--- src/rtl/imem_boot_loader_if.sv ---
// Byte-stream and instruction-memory write bus of the program loader.
// The loader takes the slave view. Whatever feeds bytes in and watches
// the memory writes takes the master view.
interface imem_boot_loader_if #(
  parameter int ADDR_W = 8
);
  logic              byte_valid;
  logic [7:0]        byte_data;
  logic              byte_ready;
  logic              imem_we;
  logic [ADDR_W-1:0] imem_waddr;
  logic [31:0]       imem_wdata;

  modport master (
    output byte_valid,
    output byte_data,
    input  byte_ready,
    input  imem_we,
    input  imem_waddr,
    input  imem_wdata
  );

  modport slave (
    input  byte_valid,
    input  byte_data,
    output byte_ready,
    output imem_we,
    output imem_waddr,
    output imem_wdata
  );
endinterface

--- src/rtl/imem_boot_loader.sv ---
// Program-load front end for the RV32I core.
// A byte frame arrives in this order: count low byte, count high byte,
// count*4 instruction bytes (LSB first), then one XOR checksum byte.
// Instructions are written to imem at addresses 0..count-1.
// The core is held in reset until the checksum matches.
// Any malformed frame parks the loader in ERR until reset.
module imem_boot_loader #(
  parameter int ADDR_W    = 8,
  parameter int MAX_WORDS = 256
) (
  input  logic                clk,
  input  logic                reset,
  imem_boot_loader_if.slave   bus,
  output logic                core_reset,
  output logic                load_done,
  output logic                load_error
);

  typedef enum logic [2:0] {
    S_HDR0 = 3'd0,
    S_HDR1 = 3'd1,
    S_DATA = 3'd2,
    S_CSUM = 3'd3,
    S_RUN  = 3'd4,
    S_ERR  = 3'd5
  } state_t;

  // The length check is done one bit wider, so a MAX_WORDS of 65536 still fits.
  localparam logic [16:0] MAX_COUNT = 17'(MAX_WORDS);

  state_t            state, state_n;
  logic [15:0]       count, count_n;
  logic [1:0]        byte_idx, byte_idx_n;
  logic [15:0]       word_idx, word_idx_n;
  logic [23:0]       word_buf, word_buf_n;
  logic [7:0]        csum, csum_n;
  logic              byte_ready_q, byte_ready_n;
  logic              imem_we_q, imem_we_n;
  logic [ADDR_W-1:0] imem_waddr_q, imem_waddr_n;
  logic [31:0]       imem_wdata_q, imem_wdata_n;
  logic              core_reset_q, core_reset_n;
  logic              load_done_q, load_done_n;
  logic              load_error_q, load_error_n;

  logic              xfer;
  logic [15:0]       hdr_count;
  logic [15:0]       last_word;

  assign xfer      = bus.byte_valid && byte_ready_q;
  assign hdr_count = {bus.byte_data, count[7:0]};
  assign last_word = count - 16'd1;

  assign bus.byte_ready = byte_ready_q;
  assign bus.imem_we    = imem_we_q;
  assign bus.imem_waddr = imem_waddr_q;
  assign bus.imem_wdata = imem_wdata_q;
  assign core_reset     = core_reset_q;
  assign load_done      = load_done_q;
  assign load_error     = load_error_q;

  // Register all loader state; reset discards any partial frame at once.
  always_ff @(posedge clk or posedge reset) begin
    if (reset) begin
      state        <= S_HDR0;
      count        <= '0;
      byte_idx     <= '0;
      word_idx     <= '0;
      word_buf     <= '0;
      csum         <= '0;
      byte_ready_q <= 1'b0;
      imem_we_q    <= 1'b0;
      imem_waddr_q <= '0;
      imem_wdata_q <= '0;
      core_reset_q <= 1'b1;
      load_done_q  <= 1'b0;
      load_error_q <= 1'b0;
    end else begin
      state        <= state_n;
      count        <= count_n;
      byte_idx     <= byte_idx_n;
      word_idx     <= word_idx_n;
      word_buf     <= word_buf_n;
      csum         <= csum_n;
      byte_ready_q <= byte_ready_n;
      imem_we_q    <= imem_we_n;
      imem_waddr_q <= imem_waddr_n;
      imem_wdata_q <= imem_wdata_n;
      core_reset_q <= core_reset_n;
      load_done_q  <= load_done_n;
      load_error_q <= load_error_n;
    end
  end

  // Frame parser: next state, word assembly, write strobe and the running checksum.
  always_comb begin
    state_n      = state;
    count_n      = count;
    byte_idx_n   = byte_idx;
    word_idx_n   = word_idx;
    word_buf_n   = word_buf;
    csum_n       = csum;
    imem_we_n    = 1'b0;
    imem_waddr_n = imem_waddr_q;
    imem_wdata_n = imem_wdata_q;
    core_reset_n = core_reset_q;
    load_done_n  = load_done_q;
    load_error_n = load_error_q;

    case (state)
      S_HDR0: begin
        if (xfer) begin
          count_n[7:0] = bus.byte_data;
          csum_n       = csum ^ bus.byte_data;
          state_n      = S_HDR1;
        end
      end

      S_HDR1: begin
        if (xfer) begin
          count_n = hdr_count;
          csum_n  = csum ^ bus.byte_data;
          if (hdr_count == 16'd0 || {1'b0, hdr_count} > MAX_COUNT) begin
            state_n      = S_ERR;
            load_error_n = 1'b1;
          end else begin
            state_n = S_DATA;
          end
        end
      end

      S_DATA: begin
        if (xfer) begin
          csum_n     = csum ^ bus.byte_data;
          byte_idx_n = byte_idx + 2'd1;
          case (byte_idx)
            2'd0: word_buf_n[7:0]   = bus.byte_data;
            2'd1: word_buf_n[15:8]  = bus.byte_data;
            2'd2: word_buf_n[23:16] = bus.byte_data;
            default: begin
              imem_we_n    = 1'b1;
              imem_waddr_n = word_idx[ADDR_W-1:0];
              imem_wdata_n = {bus.byte_data, word_buf};
              word_idx_n   = word_idx + 16'd1;
              if (word_idx == last_word) begin
                state_n = S_CSUM;
              end
            end
          endcase
        end
      end

      S_CSUM: begin
        if (xfer) begin
          if (bus.byte_data == csum) begin
            state_n      = S_RUN;
            core_reset_n = 1'b0;
            load_done_n  = 1'b1;
          end else begin
            state_n      = S_ERR;
            load_error_n = 1'b1;
          end
        end
      end

      S_RUN: begin
        state_n = S_RUN;
      end

      S_ERR: begin
        state_n = S_ERR;
      end

      default: begin
        state_n = S_HDR0;
      end
    endcase

    byte_ready_n = (state_n != S_RUN) && (state_n != S_ERR);
  end

endmodule

--- src/flat_wrapper.sv ---
// flat-port wrapper written by rule: the top's interface ports become plain ports
module imem_boot_loader_flat 
#(
  parameter int ADDR_W    = 8,
  parameter int MAX_WORDS = 256
)
  (clk, reset, core_reset, load_done, load_error, bus_byte_valid, bus_byte_data, bus_byte_ready, bus_imem_we, bus_imem_waddr, bus_imem_wdata);
  imem_boot_loader_if #(.ADDR_W(ADDR_W)) bus_i ();
  input  logic clk;
  input  logic reset;
  output logic core_reset;
  output logic load_done;
  output logic load_error;
  input wire logic [$bits(bus_i.byte_valid)-1:0] bus_byte_valid;
  input wire logic [$bits(bus_i.byte_data)-1:0] bus_byte_data;
  output wire logic [$bits(bus_i.byte_ready)-1:0] bus_byte_ready;
  output wire logic [$bits(bus_i.imem_we)-1:0] bus_imem_we;
  output wire logic [$bits(bus_i.imem_waddr)-1:0] bus_imem_waddr;
  output wire logic [$bits(bus_i.imem_wdata)-1:0] bus_imem_wdata;
  assign bus_i.byte_valid = bus_byte_valid;
  assign bus_i.byte_data = bus_byte_data;
  assign bus_byte_ready = bus_i.byte_ready;
  assign bus_imem_we = bus_i.imem_we;
  assign bus_imem_waddr = bus_i.imem_waddr;
  assign bus_imem_wdata = bus_i.imem_wdata;
  imem_boot_loader #(.ADDR_W(ADDR_W), .MAX_WORDS(MAX_WORDS)) u_core (.clk(clk), .reset(reset), .bus(bus_i), .core_reset(core_reset), .load_done(load_done), .load_error(load_error));
endmodule
--- config.mk ---
export PLATFORM = sky130hd
export DESIGN_NAME = imem_boot_loader_flat
export DESIGN_NICKNAME = d
export VERILOG_FILES = /design/src/rtl/imem_boot_loader_if.sv /design/src/rtl/imem_boot_loader.sv /design/src/flat_wrapper.sv
export SDC_FILE = /design/constraint.sdc
export NUM_CORES = 1
export LEC_CHECK = 0
export BUFFER_PORTS_ARGS = -buffer_cell sky130_fd_sc_hd__buf_2
export CAP_MARGIN = 20
export CORE_UTILIZATION = 35
export CTS_BUF_LIST = sky130_fd_sc_hd__clkbuf_4
export DETAILED_ROUTE_END_ITERATION = 10
export SLEW_MARGIN = 40
export SYNTH_ARGS = -nofsm -noshare
export SYNTH_HDL_FRONTEND = slang
export SYNTH_SLANG_ARGS = --single-unit
--- constraint.sdc ---
create_clock -name clk -period 3.91 [get_ports clk]
set_input_delay 0.391 -clock clk [delete_from_list [all_inputs] [get_ports clk]]
set_output_delay 0.391 -clock clk [all_outputs]
set_load 0.01 [all_outputs]
==> impl_metrics.prom, run 1 <==
# TYPE chip_impl_metric gauge
chip_impl_info{name="run_status",value="completed"} 1
chip_impl_info{name="yosys_most_used_dff",value="sky130_fd_sc_hd__dfrtp_1"} 1
chip_impl_metric{name="cts_max_path_buffers",unit=""} 2
chip_impl_metric{name="fp.dieArea",unit="um^2"} 15100
chip_impl_metric{name="die_h",unit="um"} 123
chip_impl_metric{name="route.detailed.vias_per_inst",unit=""} 4.97
chip_impl_info{name="combinational_family_with_the_most_area_after_synthesis",value="multiplexers"} 1
chip_impl_info{name="min-delay-start",value="bus_byte_data[6]"} 1
chip_impl_info{name="reg2reg_to",value="u_core.state[0]"} 1
chip_impl_info{name="timing.critical_path.slowest_stage_cell",value="sky130_fd_sc_hd__or3b_2"} 1
chip_impl_metric{name="groute.usage.overall",unit=""} 0.155
chip_impl_metric{name="nFillCells",unit=""} 1372
chip_impl_metric{name="max-vdd-ir-drop",unit="V"} 0.000211
chip_impl_info{name="crit_path_cell_trace",value="inv_1, ha_1, or3b_2, or3_4, mux2_4, a211oi_2, a21oi_1, a31o_1"} 1
chip_impl_metric{name="dp.cells",unit=""} 627
chip_impl_metric{name="max_stage_delay",unit="ns"} 0.50
chip_impl_metric{name="hold-path-cell-count",unit=""} 3
chip_impl_metric{name="first_global_vias",unit=""} 3275
chip_impl_metric{name="die-width",unit="um"} 123
chip_impl_metric{name="drc",unit=""} 0
chip_impl_metric{name="synth_area",unit="um^2"} 5120
chip_impl_metric{name="clock_sink_count",unit=""} 114
chip_impl_metric{name="clock_skew",unit="ns"} 0.0122
chip_impl_metric{name="synth.avg_cell_area",unit="um^2"} 12.6
chip_impl_metric{name="worst_slew_margin_rel",unit=""} 0.534
chip_impl_metric{name="tns",unit="ns"} 0
chip_impl_metric{name="hold_viol_final",unit=""} 0
chip_impl_info{name="critical_path.startpoint_type",value="flip-flop"} 1
chip_impl_info{name="crit_type",value="flip-flop to flip-flop"} 1
chip_impl_metric{name="synth_cell_type_count",unit=""} 48
chip_impl_metric{name="drt_pass1_iterations",unit=""} 4
chip_impl_metric{name="core_area",unit="um^2"} 14100
chip_impl_metric{name="fin_crit_sh",unit=""} 0.642
chip_impl_metric{name="power_density_normalized_to_cell_area",unit="nW/um^2"} 431
chip_impl_metric{name="max_clock_freq",unit="MHz"} 398
chip_impl_metric{name="synthesized_netlist_cell_count",unit=""} 406
chip_impl_metric{name="synth_edf_count",unit=""} 0
chip_impl_metric{name="gp_congestion",unit=""} 0.868
chip_impl_metric{name="critPathArrivalTime",unit="ns"} 2.93
chip_impl_metric{name="slew_viol_final",unit=""} 0
chip_impl_metric{name="path_clk_slew",unit="ns"} 0.10
chip_impl_metric{name="synth-compound-area-share",unit=""} 0.0344
chip_impl_metric{name="drt.antenna.violating_nets",unit=""} 0
chip_impl_metric{name="detailedPlacementHpwl",unit="um"} 6940
chip_impl_metric{name="synthMuxAreaShare",unit=""} 0.177
chip_impl_metric{name="setup.reg_to_reg.worst_slack",unit="ns"} 1.40
chip_impl_metric{name="synthesis.yosys.warnings",unit=""} 0
chip_impl_metric{name="pin_count_of_the_biggest_net_entering_global_routing",unit=""} 54
chip_impl_metric{name="areaGrowthSynthToFinish",unit="%"} 14.8
chip_impl_metric{name="fin_crit",unit="ns"} 2.51
chip_impl_metric{name="worstPathMaxFanout",unit=""} 5
chip_impl_metric{name="final_cells",unit=""} 661
chip_impl_metric{name="synth_seq_cells",unit=""} 114
chip_impl_metric{name="htree_levels",unit=""} 4
chip_impl_metric{name="detail_route.wirelength",unit="um"} 10600
chip_impl_metric{name="dr_wl_cell",unit="um"} 16.0
chip_impl_metric{name="grt_antenna_before_repair",unit=""} 1
chip_impl_metric{name="clock_buffers_created_by_tritoncts",unit=""} 17
chip_impl_info{name="startpoint",value="u_core.count[0]"} 1
chip_impl_metric{name="rr_worst_depth",unit=""} 8
chip_impl_metric{name="synth-adder-area-share",unit=""} 0.0147
chip_impl_metric{name="static-leakage-power",unit="nW"} 2.87
chip_impl_metric{name="post_cts_resize_count",unit=""} 0
chip_impl_metric{name="synth_seq_area_share",unit=""} 0.557
chip_impl_metric{name="postSynth.asyncResetShare",unit=""} 1.00
chip_impl_metric{name="boundaryPins",unit=""} 56
chip_impl_metric{name="cap_violations",unit=""} 0
chip_impl_metric{name="routed-via-count",unit=""} 3284
chip_impl_metric{name="clk_latency",unit="ns"} 0.52
chip_impl_metric{name="core.rowCount",unit=""} 43
chip_impl_metric{name="synth_fp_nets",unit=""} 423
chip_impl_info{name="type_of_the_most_critical_hold_path",value="primary input to flip-flop"} 1
chip_impl_info{name="cts_tree",value="yes"} 1
chip_impl_metric{name="post_synth_and_or_nand_nor_area_fraction",unit=""} 0.105
chip_impl_info{name="setup_repair_after_global_routing_missed_its_margin",value="no"} 1
chip_impl_metric{name="start_util",unit=""} 0.363
chip_impl_info{name="reg2reg_from",value="u_core.count[0]"} 1
chip_impl_info{name="clock-root-buffer",value="sky130_fd_sc_hd__clkbuf_4"} 1
chip_impl_metric{name="worst-endpoint-required",unit="ns"} 4.33
chip_impl_metric{name="synth_xor_area_frac",unit=""} 0.0889
chip_impl_metric{name="gr_overflow_total",unit=""} 0
chip_impl_metric{name="finalNetCount",unit=""} 484
chip_impl_metric{name="timing.final.setup_violations",unit=""} 0
chip_impl_metric{name="first_pass_grt_wire_length",unit="um"} 17400
chip_impl_info{name="critical_path.endpoint_type",value="flip-flop"} 1
chip_impl_metric{name="worstMarginPinSlew",unit="ns"} 0.693
chip_impl_info{name="hold-path-endpoint",value="u_core.csum[6]"} 1
chip_impl_metric{name="detailedRoute.firstIterationViolations",unit=""} 194
chip_impl_metric{name="layout-drive-gt1-share",unit=""} 0.379
chip_impl_metric{name="numPortBuffers",unit=""} 55
what timing repair did:
item / 4_1_cts / 5_1_grt
setup buffers: 0 / 0
hold buffers: 1 / 0
endpoints found under the hold margin: 50 / 0
cell type report:
class	instances	area (um^2)	share of cell area
clock inverter	13	119	0.0202
antenna	1	2.50	0.000425
tap	180	225	0.0383
timing repair buffer	60	315	0.0536
multi-input combinational	261	2170	0.369
clock buffer	19	143	0.0243
sequential	114	2850	0.485
inverter	13	51.3	0.00872
metrics by stage:
stage                util  cell area [um^2]  power, mW  hold slack, ns  setup slack, ns
floorplan               -              5120       1.64           0.462            0.505
global placement    0.397              5590       1.73           0.472             1.54
detailed placement  0.397              5600       1.73           0.481             1.46
CTS                 0.416              5870       2.57           0.197             1.39
global route        0.417              5880       2.68           0.209             1.17
finish              0.417              5880       2.54           0.246             1.40
critical path: cells and delay by family (launching register included):
kind / cells / cell delay, ns
simple gates: 2 / 0.90
flops: 1 / 0.42
buf+inv: 1 / 0.09
fa+ha+maj: 1 / 0.22
mux: 1 / 0.32
compound gates: 3 / 0.46
routing by layer:
layer  track usage  part of all wire  vias to the layer above
met5             0                 0                        -
met4        0.0655             0.017                        0
met3        0.0452             0.048                       16
met2         0.225              0.44                       67
met1         0.216              0.49                     1649
li1              -                 -                     1552
state kept, by name, summed over array words and instances, names as in the netlist, 2 cells and up:
| name | cells |
|---|---|
| u_core.word_idx | 16 |
| u_core.bus.imem_waddr | 8 |
| u_core.bus.imem_wdata | 32 |
| u_core.byte_idx | 2 |
| u_core.state | 3 |
| u_core.word_buf | 24 |
| u_core.count | 16 |
| u_core.csum | 8 |
report_power, final:
group          internal [mW]  switching, mW  total, mW
sequential              1.27          0.110       1.38
combinational          0.178          0.159      0.336
clock                  0.381          0.442      0.823
total                   1.83          0.710       2.54
layout by cell type (no fill, tap or decap), drive strengths merged, types with 2 or more instances in the layout:
cell | synthesis | routed
o21ai | 7 | 7
nor2b | 2 | 2
xor2 | 11 | 11
nor3 | 9 | 9
bufinv | 0 | 2
nand3 | 6 | 6
and2 | 2 | 2
nand4 | 6 | 6
clkinv | 0 | 10
nand2 | 26 | 26
nand4b | 2 | 2
buf | 4 | 59
and3 | 3 | 3
nor2 | 13 | 13
a21oi | 6 | 6
a211oi | 2 | 2
or3 | 4 | 4
or4 | 3 | 3
or2 | 2 | 2
inv | 13 | 13
ha | 6 | 6
xnor2 | 41 | 41
mux2 | 80 | 80
dfrtp | 113 | 113
nor4 | 10 | 10
clkbuf | 14 | 19
nand2b | 4 | 4
synthesized netlist by cell type (all sizes together) (2+ instances only):
library cell	number	share of area
or3	4	0.0059
a21oi	6	0.0059
or4	3	0.0051
xor2	11	0.019
nand2	26	0.019
nor4	10	0.016
nand4	6	0.0073
nor2b	2	0.0024
nand2b	4	0.0049
xnor2	41	0.070
clkbuf	14	0.010
ha	6	0.015
inv	13	0.0095
dfrtp	113	0.55
and2	2	0.0024
nand4b	2	0.0034
nand3	6	0.0059
a211oi	2	0.0039
nor2	13	0.0095
nor3	9	0.0088
or2	2	0.0024
o21ai	7	0.0068
mux2	80	0.18
and3	3	0.0037
buf	4	0.0034
worst max path at each step:
| stage | end | slack, ns | cells after the start |
|---|---|---|---|
| floorplan | u_core.bus.byte_ready | 0.50 | 1 |
| global placement | u_core.state[0] | 1.54 | 8 |
| detailed placement | u_core.state[0] | 1.46 | 8 |
| CTS | u_core.state[0] | 1.39 | 8 |
| global route | u_core.state[0] | 1.17 | 8 |
| finish | u_core.state[0] | 1.40 | 8 |
cells by family after synthesis:
kind of cell | Yosys count
compound gates | 26
xor+xnor | 52
fa+ha+maj | 6
buf+inv | 31
flops | 114
mux | 80
simple gates | 97
Power figures use the tool's default switching activity.
==> inputs of run 2 (changes only) <==
--- a/config.mk
+++ b/config.mk
@@ -5,6 +5,7 @@
 export SDC_FILE = /design/constraint.sdc
 export NUM_CORES = 1
 export LEC_CHECK = 0
+export ABC_AREA = 1
 export BUFFER_PORTS_ARGS = -buffer_cell sky130_fd_sc_hd__buf_2
 export CAP_MARGIN = 20
 export CORE_UTILIZATION = 35
==> constraint.sdc (replaced) <==
create_clock -name clk -period 2 [get_ports clk]
set_input_delay 0.2 -clock clk [delete_from_list [all_inputs] [get_ports clk]]
set_output_delay 0.2 -clock clk [all_outputs]
set_load 0.01 [all_outputs]
==> impl_metrics.prom, run 2 <==
# TYPE chip_impl_metric gauge
chip_impl_metric{name="synth_seq_area_share",unit=""} 0.540
chip_impl_metric{name="slew_viol_final",unit=""} 0
chip_impl_metric{name="clock_skew",unit="ns"} 0.0168
chip_impl_info{name="clock-root-buffer",value="sky130_fd_sc_hd__clkbuf_4"} 1
chip_impl_metric{name="power_density_normalized_to_cell_area",unit="nW/um^2"} 973
chip_impl_info{name="most_common_cell_after_layout_fill_and_taps_aside",value="sky130_fd_sc_hd__nand2_1"} 1
chip_impl_metric{name="detail_route.wirelength",unit="um"} 12200
chip_impl_metric{name="first_pass_grt_wire_length",unit="um"} 20900
chip_impl_info{name="min-delay-start",value="bus_byte_data[7]"} 1
chip_impl_info{name="critical_path.endpoint_type",value="flip-flop"} 1
chip_impl_metric{name="routed-via-count",unit=""} 4192
chip_impl_metric{name="fin_crit_sh",unit=""} 0.893
chip_impl_metric{name="cts_max_path_buffers",unit=""} 2
chip_impl_info{name="reg2reg_from",value="u_core.count[0]"} 1
chip_impl_metric{name="synth_cell_type_count",unit=""} 35
chip_impl_info{name="setup_repair_after_global_routing_missed_its_margin",value="no"} 1
chip_impl_metric{name="cap_violations",unit=""} 0
chip_impl_info{name="cts_tree",value="yes"} 1
chip_impl_metric{name="fp.dieArea",unit="um^2"} 15600
chip_impl_metric{name="fin_crit",unit="ns"} 1.79
chip_impl_metric{name="max_clock_freq",unit="MHz"} 560
chip_impl_info{name="yosys_most_used_dff",value="sky130_fd_sc_hd__dfrtp_1"} 1
chip_impl_metric{name="static-leakage-power",unit="nW"} 3.37
chip_impl_metric{name="hold_viol_final",unit=""} 0
chip_impl_metric{name="postSynth.asyncResetShare",unit=""} 1.00
chip_impl_metric{name="pin_count_of_the_biggest_net_entering_global_routing",unit=""} 88
chip_impl_metric{name="clock_buffers_created_by_tritoncts",unit=""} 17
chip_impl_metric{name="core_area",unit="um^2"} 14600
chip_impl_metric{name="dp.cells",unit=""} 859
chip_impl_metric{name="synth-adder-area-share",unit=""} 0.0142
chip_impl_metric{name="grt_antenna_before_repair",unit=""} 1
chip_impl_info{name="synthDominantAreaCellType",value="sky130_fd_sc_hd__dfrtp_1"} 1
chip_impl_metric{name="synth_edf_count",unit=""} 0
chip_impl_metric{name="hold-path-cell-count",unit=""} 3
chip_impl_metric{name="design_area",unit="um^2"} 6120
chip_impl_metric{name="gr_overflow_total",unit=""} 0
chip_impl_metric{name="synth_xor_area_frac",unit=""} 0.0580
chip_impl_metric{name="htree_levels",unit=""} 4
chip_impl_metric{name="gp_congestion",unit=""} 0.904
chip_impl_metric{name="synthesis.yosys.warnings",unit=""} 0
chip_impl_info{name="layout.cells.most_common_list",value="sky130_fd_sc_hd__nand2_1, sky130_fd_sc_hd__dfrtp_1, sky130_fd_sc_hd__o21ai_0"} 1
chip_impl_metric{name="dr_wl_cell",unit="um"} 13.7
chip_impl_metric{name="synth_area",unit="um^2"} 5280
chip_impl_metric{name="detailedPlace.worstSlack",unit="ns"} 0.180
chip_impl_metric{name="synth.avg_cell_area",unit="um^2"} 8.48
chip_impl_metric{name="worst-endpoint-required",unit="ns"} 2.46
chip_impl_info{name="count_leader_synth",value="sky130_fd_sc_hd__nand2_1"} 1
chip_impl_metric{name="drt_pass1_iterations",unit=""} 7
chip_impl_metric{name="route.detailed.vias_per_inst",unit=""} 4.70
chip_impl_metric{name="worstPathMaxFanout",unit=""} 6
chip_impl_metric{name="die_h",unit="um"} 125
chip_impl_metric{name="synthesized_netlist_cell_count",unit=""} 623
chip_impl_metric{name="areaGrowthSynthToFinish",unit="%"} 15.9
chip_impl_metric{name="worstMarginPinSlew",unit="ns"} 0.484
chip_impl_metric{name="post_synth_and_or_nand_nor_area_fraction",unit=""} 0.254
chip_impl_info{name="startpoint",value="u_core.count[0]"} 1
chip_impl_metric{name="timing.final.setup_violations",unit=""} 0
chip_impl_metric{name="clk_latency",unit="ns"} 0.52
chip_impl_metric{name="layout-drive-gt1-share",unit=""} 0.171
chip_impl_metric{name="rr_worst_depth",unit=""} 8
chip_impl_info{name="synth_top_cells_by_area",value="sky130_fd_sc_hd__dfrtp_1, sky130_fd_sc_hd__nand2_1, sky130_fd_sc_hd__o21ai_0"} 1
chip_impl_metric{name="finalHoldWorstSlack",unit="ns"} 0.0543
chip_impl_metric{name="synth_fp_nets",unit=""} 640
chip_impl_metric{name="largest_register_ff_count",unit=""} 32
chip_impl_metric{name="start_util",unit=""} 0.361
chip_impl_metric{name="groute.usage.overall",unit=""} 0.171
chip_impl_info{name="type_of_the_most_critical_hold_path",value="primary input to flip-flop"} 1
chip_impl_metric{name="synth-compound-area-share",unit=""} 0.0703
chip_impl_metric{name="detailedPlacementHpwl",unit="um"} 8740
chip_impl_metric{name="drc",unit=""} 14
chip_impl_metric{name="path_clk_slew",unit="ns"} 0.10
chip_impl_metric{name="postLayoutCoreUtil",unit=""} 0.418
chip_impl_metric{name="boundaryPins",unit=""} 56
chip_impl_metric{name="worst_slew_margin_rel",unit=""} 0.677
chip_impl_metric{name="synth_seq_cells",unit=""} 114
chip_impl_metric{name="core.rowCount",unit=""} 44
chip_impl_metric{name="post-route-worst-setup-slack",unit="ns"} 0.214
chip_impl_metric{name="critPathArrivalTime",unit="ns"} 2.24
chip_impl_metric{name="synth_largest_type_area_fraction",unit=""} 0.535
chip_impl_metric{name="tns",unit="ns"} 0
chip_impl_metric{name="setup.reg_to_reg.worst_slack",unit="ns"} 0.21
chip_impl_metric{name="max-vdd-ir-drop",unit="V"} 0.000739
chip_impl_metric{name="finalNetCount",unit=""} 712
chip_impl_info{name="critical_path.startpoint_type",value="flip-flop"} 1
chip_impl_metric{name="area_post_placement",unit="um^2"} 5850
chip_impl_info{name="run_status",value="complete, but fails checks"} 1
chip_impl_info{name="combinational_family_with_the_most_area_after_synthesis",value="simple AND/OR/NAND/NOR gates"} 1
chip_impl_metric{name="synthMuxAreaShare",unit=""} 0.00852
chip_impl_info{name="crit_type",value="flip-flop to flip-flop"} 1
chip_impl_metric{name="detailedRoute.firstIterationViolations",unit=""} 281
chip_impl_metric{name="clock_sink_count",unit=""} 114
chip_impl_metric{name="cts_setup_buffers",unit=""} 0
chip_impl_metric{name="final_cells",unit=""} 892
chip_impl_metric{name="first_global_vias",unit=""} 4175
chip_impl_metric{name="numPortBuffers",unit=""} 55
chip_impl_metric{name="drt.antenna.violating_nets",unit=""} 0
chip_impl_metric{name="design_power_total",unit="mW"} 5.96
chip_impl_info{name="most_common_library_cells_after_synthesis",value="sky130_fd_sc_hd__nand2_1, sky130_fd_sc_hd__dfrtp_1, sky130_fd_sc_hd__o21ai_0"} 1
chip_impl_metric{name="die-width",unit="um"} 125
chip_impl_info{name="violations",value="DRC"} 1
## run 2: changes by cell type after synthesis, sizes merged, moves of 8 or more
| cell | delta |
|---|---|
| mux2 | -76 |
| nor4 | -8 |
| nor2 | +29 |
| xor2 | +12 |
| nand3 | +16 |
| nand2 | +208 |
| inv | +43 |
| xnor2 | -29 |
| o21ai | +59 |
## run 2: what timing repair did
action | 4_1_cts | 5_1_grt
endpoints found under the setup margin | 0 | 2
gates resized for setup | 0 | 1
hold buffers | 1 | 0
endpoints found under the hold margin | 113 | 0
## run 2: worst paths after layout
path                                             endpoint
worst max-delay path                      u_core.state[0]
worst min-delay path                       u_core.csum[7]
worst min register to register          u_core.core_reset
worst max register to register            u_core.state[0]
min in group asynchronous                  u_core.csum[6]
max in group asynchronous       u_core.bus.imem_wdata[26]
## run 2: kinds of logic (layout without fill, tap and decap cells)
kind of cell             after synthesis  after routing
multiplexers                           4              4
other                                  0              1
AO/OA/AOI/OAI                         73             73
flip-flops                           114            114
XOR/XNOR                              35             35
buffers and inverters                 74            158
AND/OR/NAND/NOR                      317            317
adder cells (fa/ha/maj)                6              6
## run 2: critical path: stages (launching register included)
cell                      delay, ns
sky130_fd_sc_hd__dfrtp_1       0.41
sky130_fd_sc_hd__inv_1         0.12
sky130_fd_sc_hd__ha_1          0.27
sky130_fd_sc_hd__nand2_1       0.15
sky130_fd_sc_hd__nor2_2        0.22
sky130_fd_sc_hd__xor2_1        0.22
sky130_fd_sc_hd__xor2_1        0.17
sky130_fd_sc_hd__nand3_1       0.10
sky130_fd_sc_hd__nand2_1       0.06
## run 2: report_power, final
group / total, mW / internal, mW / switching [mW] / leakage [nW]
sequential: 2.87 / 2.58 / 0.292 / 1.51
combinational: 1.47 / 0.576 / 0.892 / 1.71
clock: 1.62 / 0.803 / 0.819 / 0.153
total: 5.96 / 3.95 / 2.00 / 3.37
## run 2: per-layer routing
metal  track usage  vias to the layer above  wire [um]
li1              -                     2106          -
met1         0.230                     1973       5980
met2         0.264                       96       5540
met3        0.0430                       17        492
met4        0.0710                        0        222
met5             0                        -          0
## run 2: layout make-up
class / count / area, um^2
antenna: 1 / 2.50
clock buffer: 23 / 173
clock inverter: 8 / 87.6
fill: 1531 / 8520
inverter: 56 / 214
multi-input combinational: 435 / 2140
sequential: 114 / 2850
tap: 184 / 230
timing repair buffer: 71 / 423
